$ cat config.mk
export PLATFORM = sky130hd
export DESIGN_NAME = mem_burst_splitter
export DESIGN_NICKNAME = d
export VERILOG_FILES = /design/src/rtl/mem_burst_splitter_pkg.sv /design/src/rtl/mem_burst_splitter.sv
export SDC_FILE = /design/constraint.sdc
export NUM_CORES = 1
export LEC_CHECK = 0
export CAP_MARGIN = 20
export CORE_AREA = 4 4 168 170
export CTS_CLUSTER_SIZE = 24
export DETAILED_ROUTE_END_ITERATION = 8
export DIE_AREA = 0 0 172 174
export HOLD_SLACK_MARGIN = 0.03
export PLACE_DENSITY = 0.7
export SYNTH_ARGS = -nofsm -noshare
export SYNTH_HDL_FRONTEND = slang
export SYNTH_SLANG_ARGS = --single-unit
$ cat constraint.sdc
create_clock -name clock -period 3.5 [get_ports clock]
set_input_delay 0.7 -clock clock [delete_from_list [all_inputs] [get_ports clock]]
set_output_delay 0.7 -clock clock [all_outputs]
set_load 0.01 [all_outputs]
$ cat src/rtl/mem_burst_splitter_pkg.sv
// Shared types and constants for the burst-splitting MemDPI front end.
package mem_burst_splitter_pkg;

  typedef enum logic [2:0] {
    StIdle,
    StReq,
    StRdData,
    StWrData,
    StDone
  } state_e;

  localparam logic OPC_RD = 1'b0;
  localparam logic OPC_WR = 1'b1;

endpackage

$ cat src/rtl/mem_burst_splitter.sv
// Splits one long read/write command into MemDPI bursts of at most MAX_BURST beats
// and bridges data beats between MemDPI and the compute-side ready/valid streams.
module mem_burst_splitter
  import mem_burst_splitter_pkg::*;
#(
  parameter int unsigned MEM_LEN_BITS  = 8,
  parameter int unsigned MEM_ADDR_BITS = 64,
  parameter int unsigned MEM_DATA_BITS = 64,
  parameter int unsigned MAX_BURST     = 16
) (
  input  logic                     clock,
  input  logic                     reset,

  input  logic                     cmd_valid,
  output logic                     cmd_ready,
  input  logic                     cmd_opcode,
  input  logic [MEM_ADDR_BITS-1:0] cmd_addr,
  input  logic [31:0]              cmd_len,
  output logic                     done,

  output logic                     rd_valid,
  input  logic                     rd_ready,
  output logic [MEM_DATA_BITS-1:0] rd_bits,

  input  logic                     wr_valid,
  output logic                     wr_ready,
  input  logic [MEM_DATA_BITS-1:0] wr_bits,

  output logic                     mem_req_valid,
  output logic                     mem_req_opcode,
  output logic [MEM_LEN_BITS-1:0]  mem_req_len,
  output logic [MEM_ADDR_BITS-1:0] mem_req_addr,

  output logic                     mem_wr_valid,
  output logic [MEM_DATA_BITS-1:0] mem_wr_bits,

  input  logic                     mem_rd_valid,
  input  logic [MEM_DATA_BITS-1:0] mem_rd_bits,
  output logic                     mem_rd_ready
);

  localparam int unsigned CntW      = MEM_LEN_BITS + 1;
  localparam int unsigned BeatBytes = MEM_DATA_BITS / 8;

  state_e                   state_q, state_d;
  logic                     opcode_q, opcode_d;
  logic [MEM_ADDR_BITS-1:0] addr_q, addr_d;
  logic [31:0]              remaining_q, remaining_d;
  logic [CntW-1:0]          burst_q, burst_d;
  logic [CntW-1:0]          beat_cnt_q, beat_cnt_d;
  logic [CntW-1:0]          burst;
  logic                     beat_fire;

  assign burst = (remaining_q < 32'(MAX_BURST)) ? CntW'(remaining_q) : CntW'(MAX_BURST);

  // Data buses are plain pass-throughs; only the handshakes are gated by state.
  assign rd_bits     = mem_rd_bits;
  assign mem_wr_bits = wr_bits;

  always_comb begin
    state_d        = state_q;
    opcode_d       = opcode_q;
    addr_d         = addr_q;
    remaining_d    = remaining_q;
    burst_d        = burst_q;
    beat_cnt_d     = beat_cnt_q;
    beat_fire      = 1'b0;
    cmd_ready      = 1'b0;
    done           = 1'b0;
    mem_req_valid  = 1'b0;
    mem_req_opcode = OPC_RD;
    mem_req_len    = '0;
    mem_req_addr   = '0;
    rd_valid       = 1'b0;
    mem_rd_ready   = 1'b0;
    wr_ready       = 1'b0;
    mem_wr_valid   = 1'b0;

    unique case (state_q)
      StIdle: begin
        cmd_ready = 1'b1;
        if (cmd_valid) begin
          opcode_d    = cmd_opcode;
          addr_d      = cmd_addr;
          remaining_d = cmd_len;
          state_d     = (cmd_len == 32'd0) ? StDone : StReq;
        end
      end
      StReq: begin
        mem_req_valid  = 1'b1;
        mem_req_opcode = opcode_q;
        mem_req_len    = MEM_LEN_BITS'(burst - CntW'(1));
        mem_req_addr   = addr_q;
        burst_d        = burst;
        beat_cnt_d     = burst;
        state_d        = (opcode_q == OPC_WR) ? StWrData : StRdData;
      end
      StRdData: begin
        rd_valid     = mem_rd_valid;
        mem_rd_ready = rd_ready;
        beat_fire    = mem_rd_valid & rd_ready;
      end
      StWrData: begin
        wr_ready     = 1'b1;
        mem_wr_valid = wr_valid;
        beat_fire    = wr_valid;
      end
      StDone: begin
        done    = 1'b1;
        state_d = StIdle;
      end
      default: state_d = StIdle;
    endcase

    if (beat_fire) begin
      beat_cnt_d = beat_cnt_q - CntW'(1);
      if (beat_cnt_q == CntW'(1)) begin
        remaining_d = remaining_q - 32'(burst_q);
        // Address wraps modulo 2^MEM_ADDR_BITS by construction.
        addr_d      = addr_q + MEM_ADDR_BITS'(burst_q) * MEM_ADDR_BITS'(BeatBytes);
        state_d     = (remaining_d != 32'd0) ? StReq : StDone;
      end
    end
  end

  always_ff @(posedge clock) begin
    if (reset) begin
      state_q     <= StIdle;
      opcode_q    <= OPC_RD;
      addr_q      <= '0;
      remaining_q <= '0;
      burst_q     <= '0;
      beat_cnt_q  <= '0;
    end else begin
      state_q     <= state_d;
      opcode_q    <= opcode_d;
      addr_q      <= addr_d;
      remaining_q <= remaining_d;
      burst_q     <= burst_d;
      beat_cnt_q  <= beat_cnt_d;
    end
  end

endmodule

==> results of run 1 <==
flip-flops by register name, indices dropped and copies added (netlist names):
signal / count
opcode_q: 1
burst_q: 9
addr_q: 64
state_q: 3
remaining_q: 32
beat_cnt_q: 9
cell usage in the layout, fill, tap and decap left out, types with 7 or more instances in the layout:
master,count
buf_4,67
a21o_1,12
nor2b_1,8
a31oi_1,38
a221oi_1,13
or3_1,24
nand3_1,29
o21ai_0,51
or4_1,9
nor2_1,115
a21oi_1,88
clkbuf_16,17
clkdlybuf4s50_1,173
nor4_1,28
inv_1,18
xnor2_1,10
o211ai_1,7
and2_1,8
a311oi_1,12
nor3_1,36
nand2_1,138
and3_1,89
a211oi_1,23
ha_1,20
and4_1,7
nand4_1,27
xor2_1,10
dfxtp_1,117
power by group:
group | switching (W) | internal (W) | total [W]
logic | 0.000690 | 0.000550 | 0.00124
clock network | 0.000712 | 0.00114 | 0.00186
registers | 0.000113 | 0.00144 | 0.00155
area by class of cell:
type                            instances  area, um2
Fill cell                            2732      15300
Tap cell                              341        427
Clock inverter                         14        175
Inverter                               20       75.1
Sequential cell                       118       2360
Multi-Input combinational cell        931       5630
Clock buffer                           18        439
Timing Repair Buffer                  252       2360
worst register-to-register path: stages, from the launching register on:
cell and delay, ns:
dfxtp_1 0.34, inv_1 0.08, ha_1 0.45, and4b_1 0.29
a221oi_1 0.23, a21bo_2 0.35, o31a_2 0.35, nor4b_1 0.41
nand4_1 0.24, nor4_2 0.23, buf_4 0.17, o21ba_1 0.12
how the worst max path moves through the flow:
stage | startpoint | endpoint | slack, ns | cells past startpoint
6_report | remaining_q[25]$_SDFF_PP0_ | mem_req_len[4] | 0.01 | 11
5_1_grt | remaining_q[25]$_SDFF_PP0_ | mem_req_len[2] | -0.07 | 11
4_1_cts | remaining_q[25]$_SDFF_PP0_ | mem_req_len[4] | -0.07 | 10
3_5_place_dp | remaining_q[18]$_SDFF_PP0_ | mem_req_len[4] | -0.24 | 9
3_3_place_gp | remaining_q[18]$_SDFF_PP0_ | mem_req_len[2] | -0.22 | 10
2_1_floorplan | remaining_q[18]$_SDFF_PP0_ | mem_req_len[4] | 0.08 | 9
through the flow:
| stage | worst slack (ns) | util, % | cell area, um2 | hold WS (ns) |
|---|---|---|---|---|
| floorplan | 0.0844 | - | 9250 | 0.432 |
| global placement | -0.224 | 40.4 | 10800 | 0.437 |
| CTS | -0.0666 | 42.8 | 11400 | 0.457 |
| detailed placement | -0.243 | 40.4 | 10800 | 0.448 |
| global route | -0.0733 | 42.9 | 11500 | 0.487 |
| finish | 0.0117 | 42.9 | 11500 | 0.455 |
per-layer routing:
layer  share of wire, %  track usage (%)  vias to the layer above
met2                 44             33.5                      443
met5                  0                0                        -
met3                8.0             5.21                       75
met1                 45             30.3                     4647
met4                2.1             6.13                        0
li1                   -                -                     4687
cell families after synthesis:
family	Yosys count
AND/OR/NAND/NOR	570
AO/OA/AOI/OAI	311
buffers and inverters	232
flip-flops	118
adder cells (fa/ha/maj)	23
XOR/XNOR	20
multiplexers	7
timing repair:
action | 4_1_cts | 5_1_grt
resized for setup | 37 | 8
endpoints found under the setup margin | 8 | 8
cloned | 0 | 0
pin swaps | 8 | 5
setup buffers | 1 | 1
==> results.json, run 1 <==
{
  "antennaDiodeCount": 0,
  "drt_wl_total_um": 33800,
  "crit_chain": "or3_4, or2_4, or3_4, nor3_4, buf_4, and4_4, nand2_2, ha_4, a21oi_1, a211oi_2, buf_2",
  "drt_first_pass_iters": 6,
  "synth_top_area_share_pct": 25.6,
  "power_w": 0.00465,
  "via_per_inst": 5.82,
  "post-place-cells": 1660,
  "path_max_fanout": 4,
  "synthTopCellsByArea": "dfxtp_1 26%, buf_4 10%, and3_1 6.0%",
  "worstSetupEndpointType": "output pin",
  "antenna_found_initial": 0,
  "synth_xor_area_share_pct": 1.89,
  "ctsHoldBuffers": 0,
  "std_cell_rows": 60,
  "cpMaxStageDelayCell": "or3_4",
  "muxShareOfSynthArea_pct": 0.812,
  "tightestPinTransition_ns": 0.685,
  "grt_usage_pct": 21.8,
  "power_density_nw_per_um2": 405,
  "ant_nets": 0,
  "grt_overflow": 0,
  "rsz0062_at_grt": "true",
  "place.gp.congestion": 0.958,
  "path_buf_inv": 2,
  "fmax_ghz": 0.287,
  "clkSinkCount": 118,
  "r2r_cells": 11,
  "die_w_um": 172,
  "fin_crit_ns": 3.49,
  "synth_enable_flop_cells": 0,
  "first_global_vias": 9362,
  "synth_top_family_by_area": "simple AND/OR/NAND/NOR gates",
  "critPathArrivalTime_ns": 2.79,
  "synth_common_cells": "140 x nand2_1, 128 x buf_4, 119 x nor2_1",
  "fin_cells": 1694,
  "hold_depth": 2,
  "ir_drop_uv": 256,
  "num-nets-final": 1594,
  "cpPeakStageDelay_ns": 0.38,
  "drv_slew": 0,
  "max-cap-violations": 0,
  "die_area_um2": 29900,
  "yosys.area_share.simple_pct": 31.8,
  "report.final.hold_viol_count": 0,
  "clk_pin_slew_ns": 0.06,
  "required_ns": 2.80,
  "grt_pass1_wl_um": 52400,
  "die_height_um": 174,
  "drt_iter0_drc": 900,
  "r2r-start": "burst_q[6]$_SDFFE_PP0P_",
  "path_delay_family": "simple AND/OR/NAND/NOR gates",
  "setup_tns_ns": 0,
  "core_area_um2": 26700,
  "slew-limit-headroom_pct": 54.0,
  "synth_fa_ha_area_share_pct": 3.28,
  "timing.reg2reg.setup_slack_ns": 0.20,
  "drive_gt1_share_pct": 11.3,
  "grt_max_degree": 58,
  "syn_avg_cell_area_um2": 7.22,
  "syn_nets": 1535,
  "yosysUniqueCellTypes": 74,
  "dp_hpwl_um": 24900,
  "clockRootBuffer": "clkbuf_16",
  "synth_compound_area_share_pct": 22.0,
  "synth_top_area_cell": "dfxtp_1",
  "clock_skew_ns": 0.0119,
  "rr_endpoint": "state_q[2]$_SDFF_PP0_",
  "hold_class": "reg2reg",
  "area_growth_pct": 24.1,
  "yosys_warnings": 0,
  "finalCritPeriodShare_pct": 99.7,
  "min_from": "addr_q[1]$_SDFFE_PP0P_",
  "hold_path_end": "addr_q[1]$_SDFFE_PP0P_",
  "drc": 0,
  "clk_latency_ns": 0.42,
  "yosysMostFrequentCell": "nand2_1",
  "ys_async_sr_fraction_pct": 0,
  "synth-main-ff-cell": "dfxtp_1",
  "vias": 9852,
  "critical_path_class": "reg2out",
  "io_pins": 439,
  "ys_seq_elements": 118,
  "wl_per_cell_um": 20.0,
  "htreeDepth": 4,
  "start_kind": "flip-flop",
  "start_util_pct": 34.6,
  "synthCells": 1281,
  "cts_tree": "yes",
  "synth_area_um2": 9250,
  "outcome": "finished, final reports clean",
  "crit_top_cell": "or3_4",
  "leakagePower_nw": 4.52,
  "cts_buffer_depth": 2,
  "setup_viol": 0,
  "numCtsBuffers": 17,
  "io_buffers": 182,
  "seq_area_frac_synth_pct": 25.6
}
Power figures use the tool's default switching activity.
==> run 2, diff against run 1 <==
Settings changed: CORE_AREA 4 4 168 170 to 4 4 166 168, DIE_AREA 0 0 172 174 to 0 0 170 172, PLACE_DENSITY 0.7 to 0.74.
Clock period 3.5 ns to 3.1 ns, I/O delays scaled along.
==> run 2 against run 1 <==
  * The flow now finishes with violations (negative setup slack)
  * Global-route usage up 0.62 points
  * Routed wire length up 2.2%
  * Largest power group unchanged
  * Clock power up 8%
  * Cell count up 3.2%
  * First-iteration DRC count up 0.67%
  * Worst setup slack worse by 0.42 ns
  * Combinational power up 24%
  * Sequential power up 13%
  * Utilization up 3.6 points
  * Register-to-register slack worse by 0.21 ns
  * Clock skew up 0.0014 ns
  * Critical path depth up 1
==> results.json, run 2 (synthesized netlist as in run 1, its figures left out) <==
{
  "min_from": "addr_q[2]$_SDFFE_PP0P_",
  "grtUsageMet1_pct": 28.7,
  "grt_util_met2_pct": 36.0,
  "start_util_pct": 35.7,
  "violations": "negative setup slack",
  "start_kind": "flip-flop",
  "clk_pin_slew_ns": 0.06,
  "rsz0062_at_grt": "true",
  "multi_input_area_um2": 5780,
  "drt_wl_total_um": 34600,
  "largest_reg_flops": 64,
  "slew-limit-headroom_pct": 56.3,
  "core_area_um2": 25900,
  "numCtsBuffers": 17,
  "finalCritPeriodShare_pct": 113,
  "ir_drop_uv": 281,
  "ff_latch_area_um2": 2370,
  "grt_overflow": 0,
  "ant_nets": 0,
  "final_common_cell": "clkdlybuf4s50_1",
  "grt_usage_pct": 22.4,
  "critPathArrivalTime_ns": 2.89,
  "grt-busiest-layer": "met2",
  "dp_hpwl_um": 25400,
  "fmax_ghz": 0.285,
  "worstSetupStartpoint": "remaining_q[26]$_SDFF_PP0_",
  "critical_path_class": "reg2out",
  "clk_latency_ns": 0.41,
  "outcome": "finished, violations left",
  "power_density_nw_per_um2": 439,
  "area_growth_pct": 30.4,
  "worst_slack_ns": -0.410,
  "setup_viol": 8,
  "drv_slew": 0,
  "io_buffers": 182,
  "worstSetupEndpointType": "output pin",
  "drt_first_pass_iters": 5,
  "clock_skew_ns": 0.0133,
  "r2r-start": "remaining_q[16]$_SDFF_PP0_",
  "via_per_inst": 5.89,
  "hold_class": "reg2reg",
  "first_global_vias": 9674,
  "wl_per_cell_um": 19.8,
  "fin_crit_ns": 3.51,
  "place.gp.congestion": 0.950,
  "io_pins": 439,
  "std_cell_rows": 59,
  "drt_iter0_drc": 906,
  "die_height_um": 172,
  "largestRegisters": "addr_q (64), remaining_q (32)",
  "layout_common_cells": "173 x clkdlybuf4s50_1, 137 x nand2_1, 120 x buf_4",
  "tightestPinTransition_ns": 0.651,
  "power_w": 0.00530,
  "ctsHoldBuffers": 0,
  "post-place-cells": 1708,
  "grt_pass1_wl_um": 52300,
  "htreeDepth": 4,
  "groute.layer.met3.usage_pct": 5.33,
  "path_max_fanout": 4,
  "antenna_found_initial": 0,
  "vias": 10289,
  "drc": 0,
  "max-cap-violations": 0,
  "cts_buffer_depth": 2,
  "report.final.hold_viol_count": 0,
  "grt_max_degree": 63,
  "largest-register": "addr_q",
  "die_area_um2": 29200,
  "hold_slack_ns": 0.454,
  "cts_tree": "yes",
  "fin_cells": 1748,
  "clkSinkCount": 118,
  "clockRootBuffer": "clkbuf_16",
  "drive_gt1_share_pct": 16.9,
  "num-nets-final": 1653,
  "fillerInstances": 2543,
  "required_ns": 2.48,
  "die_w_um": 170,
  "leakagePower_nw": 4.83
}
[run 2: routing by layer]
layer / vias up / wire, um
li1: 4811 / -
met1: 4861 / 14300
met2: 518 / 16200
met3: 99 / 2870
met4: 0 / 1270
met5: - / 0
[run 2: worst paths after layout]
| kind | end | slack [ns] | cells past startpoint |
|---|---|---|---|
| max | mem_req_len[2] | -0.41 | 12 |
| min | addr_q[2]$_SDFFE_PP0P_ | 0.45 | 2 |
| max reg2reg | state_q[2]$_SDFF_PP0_ | -0.01 | 10 |
| min reg2reg | addr_q[2]$_SDFFE_PP0P_ | 0.45 | 2 |
[run 2: final cells by class]
class	instances	share of cell area (%)
clock inverters	8	0.809
well taps	335	3.48
repair buffers	311	23.5
clock buffers	24	4.00
multi-input cells	931	47.9
diodes	1	0.0208
inverters	20	0.623
flip-flops and latches	118	19.6
[run 2: report_power, final]
part	internal (W)	total [W]	switching, W
Combinational	0.000716	0.00154	0.000822
Sequential	0.00163	0.00175	0.000122
Clock	0.00125	0.00201	0.000763
[run 2: per-stage QoR]
stage          setup WS [ns]  util (%)  instance area (um2)  TNS [ns]
2_1_floorplan         -0.108         -                 9300    -0.133
3_3_place_gp          -0.419      43.5                11300     -1.80
3_5_place_dp          -0.454      43.5                11300     -2.11
4_1_cts               -0.405      45.9                11900     -2.12
5_1_grt               -0.522      46.5                12100     -2.96
6_report              -0.410      46.5                12100     -2.02
[run 2: repair_timing]
action | in CTS | in global routing
setup endpoints to repair | 10 | 29
resized for setup | 49 | 27
buffers inserted | 4 | 5
pin swaps | 4 | 5
[run 2: critical path, stage by stage, from the launching register on]
cell     delay (ns)
dfxtp_2        0.32
or3_4          0.38
or2_4          0.24
or3_4          0.33
nor3_2         0.11
buf_4          0.16
nand4_1        0.14
nor2_2         0.19
inv_2          0.06
ha_4           0.17
xor2_1         0.15
nor2_1         0.09
buf_2          0.14
==> run 3, diff against run 2 <==
==> constraint.sdc (replaced) <==
create_clock -name clock -period 3.08 [get_ports clock]
set_input_delay 0.616 -clock clock [delete_from_list [all_inputs] [get_ports clock]]
set_output_delay 0.616 -clock clock [all_outputs]
set_load 0.1 [all_outputs]
==> run 3 against run 2 <==
  * The flow still finishes with violations (negative setup slack)
  * Total power grew 5.1%
  * Clock skew grew 0.0050 ns
  * Sequential share of layout area grew 0.37 points
  * Design area shrank 2.0%
  * Register-to-register slack is essentially flat
  * Clock power grew 4%
  * Sequential cell count is the same
  * First-iteration DRC count grew 8.2%
  * Cell count shrank 1.9%
  * Sequential power is essentially flat
==> results.json, run 3 (synthesized netlist as in run 1, its figures left out) <==
{
  "critical_path_class": "reg2out",
  "drive_gt1_share_pct": 19.8,
  "die_area_um2": 29200,
  "outcome": "finished, violations left",
  "clockPowerShare_pct": 37.8,
  "fin_cells": 1714,
  "crit_top_cell": "or3_4",
  "switchingPower_w": 0.00190,
  "fin_crit_ns": 3.63,
  "cts_buffer_depth": 2,
  "drt_wl_total_um": 34800,
  "setup_tns_ns": -3.05,
  "r2r_cells": 10,
  "p_int_w": 0.00366,
  "placed_area_um2": 11000,
  "tightestPinTransition_ns": 0.607,
  "grt_overflow": 0,
  "power_density_nw_per_um2": 471,
  "fin_util_pct": 45.6,
  "drt_first_pass_iters": 5,
  "vias": 10188,
  "slew-limit-headroom_pct": 59.3,
  "swShare_pct": 34.2,
  "finalCritPeriodShare_pct": 118,
  "wl_per_cell_um": 20.3,
  "htreeDepth": 4,
  "crit_cells": 10,
  "pwr-share-comb_pct": 30.4,
  "path_delay_family": "simple AND/OR/NAND/NOR gates",
  "drc": 0,
  "start_util_pct": 35.7,
  "num-nets-final": 1622,
  "path_buf_inv": 2,
  "place.gp.congestion": 0.935,
  "rsz0062_at_grt": "true",
  "final_common_cell": "buf_4",
  "clk_latency_ns": 0.43,
  "clock_skew_ns": 0.0183,
  "power_w": 0.00556,
  "drv_slew": 0,
  "antenna_found_initial": 0,
  "largestRegisters": "addr_q (64), remaining_q (32)",
  "design_area_um2": 11800,
  "hold_class": "reg2reg",
  "io_buffers": 182,
  "setup_viol": 8,
  "leakagePower_nw": 4.86,
  "ir_drop_uv": 312,
  "hold_depth": 2,
  "area_growth_pct": 27.9,
  "antennaDiodeCount": 0,
  "numCtsBuffers": 17,
  "fillerInstances": 2583,
  "io_pins": 439,
  "post-place-cells": 1675,
  "layout_common_cells": "157 x buf_4, 137 x nand2_1, 116 x dfxtp_1",
  "start_kind": "flip-flop",
  "crit_chain": "or3_4, or2_4, or3_4, nor3_4, nand4_1, nor2_2, inv_2, ha_4, a211oi_4, buf_12",
  "clkSinkCount": 118,
  "die_height_um": 172,
  "largest_reg_flops": 64,
  "dp_hpwl_um": 25600,
  "cpPeakStageDelay_ns": 0.38,
  "required_ns": 2.46,
  "largest-register": "addr_q",
  "path_max_fanout": 4,
  "fmax_ghz": 0.276,
  "critPathArrivalTime_ns": 3.01,
  "die_w_um": 170,
  "cts_tree": "yes",
  "p_seq_share_pct": 31.8,
  "via_per_inst": 5.94,
  "first_global_vias": 9748,
  "grt_usage_pct": 22.9,
  "cpMaxStageDelayCell": "or3_4",
  "ant_nets": 0,
  "grt_max_degree": 63,
  "core_area_um2": 25900,
  "report.final.hold_viol_count": 0,
  "max-cap-violations": 0,
  "worst_slack_ns": -0.549,
  "grt_pass1_wl_um": 53900,
  "clk_pin_slew_ns": 0.06,
  "worstSetupEndpointType": "output pin",
  "clockRootBuffer": "clkbuf_16",
  "std_cell_rows": 59,
  "drt_iter0_drc": 980,
  "violations": "negative setup slack"
}
==> run 3: cell count changes in the layout (fill, tap and decap cells not counted), moves of 3 or more <==
cell	previous run	this run
clkdlybuf4s50_1	173	101
buf_4	120	157
buf_12	6	17
buf_2	8	1
nor4b_2	5	1
clkbuf_1	4	1
ha_1	17	20
nor2_4	2	5
==> run 3: power by group through the flow <==
stage / sequential (W) / clock, W / combinational (W)
floorplan: 0.00175 / 0 / 0.00183
global placement: 0.00179 / 0 / 0.00163
detailed placement: 0.00180 / 0 / 0.00164
CTS: 0.00177 / 0.00212 / 0.00167
global route: 0.00179 / 0.00219 / 0.00182
finish: 0.00177 / 0.00210 / 0.00169
==> run 3: worst register-to-register path: cells and delay by family, from the launching register on <==
family / cells / cell delay [ns]
AND/OR/NAND/NOR: 6 / 2.10
buffers and inverters: 2 / 0.34
flip-flops: 1 / 0.31
AO/OA/AOI/OAI: 2 / 0.26
==> run 3: through the flow <==
| step | hold slack (ns) | setup slack, ns |
|---|---|---|
| final | 0.450 | -0.549 |
| after global routing | 0.473 | -0.643 |
| after CTS | 0.455 | -0.559 |
| after detailed placement | 0.447 | -0.183 |
| after global placement | 0.439 | -0.156 |
| after floorplan | 0.432 | -0.867 |
==> run 3: metal layers <==
metal  global-route usage (%)  share of wire [%]  up-vias
met5                        0                  0        -
met4                     8.02                2.7        0
met3                     5.03                9.0       96
met2                     38.0                 47      511
met1                     29.4                 41     4827
li1                         -                  -     4754
==> run 3: layout make-up <==
class	instances	area, um2	share of cell area (%)
clock buffers	22	484	4.10
well taps	335	419	3.55
multi-input cells	931	5770	48.8
flip-flops and latches	118	2360	20.0
repair buffers	280	2580	21.9
clock inverters	8	123	1.04
inverters	20	75.1	0.635
==> run 3: worst paths after layout <==
path | startpoint | slack (ns) | to
min | addr_q[2]$_SDFFE_PP0P_ | 0.45 | addr_q[2]$_SDFFE_PP0P_
max reg2reg | remaining_q[16]$_SDFF_PP0_ | 0 | state_q[2]$_SDFF_PP0_
min reg2reg | addr_q[2]$_SDFFE_PP0P_ | 0.45 | addr_q[2]$_SDFFE_PP0P_
max | remaining_q[25]$_SDFF_PP0_ | -0.55 | mem_req_len[4]
==> run 3: timing repair <==
action,in CTS,in global routing
resized for setup,10,19
pin swaps,11,11
setup endpoints to repair,18,28
gates cloned,0,1
hold buffers,0,0
endpoints found under the hold margin,0,0
buffers inserted,4,5
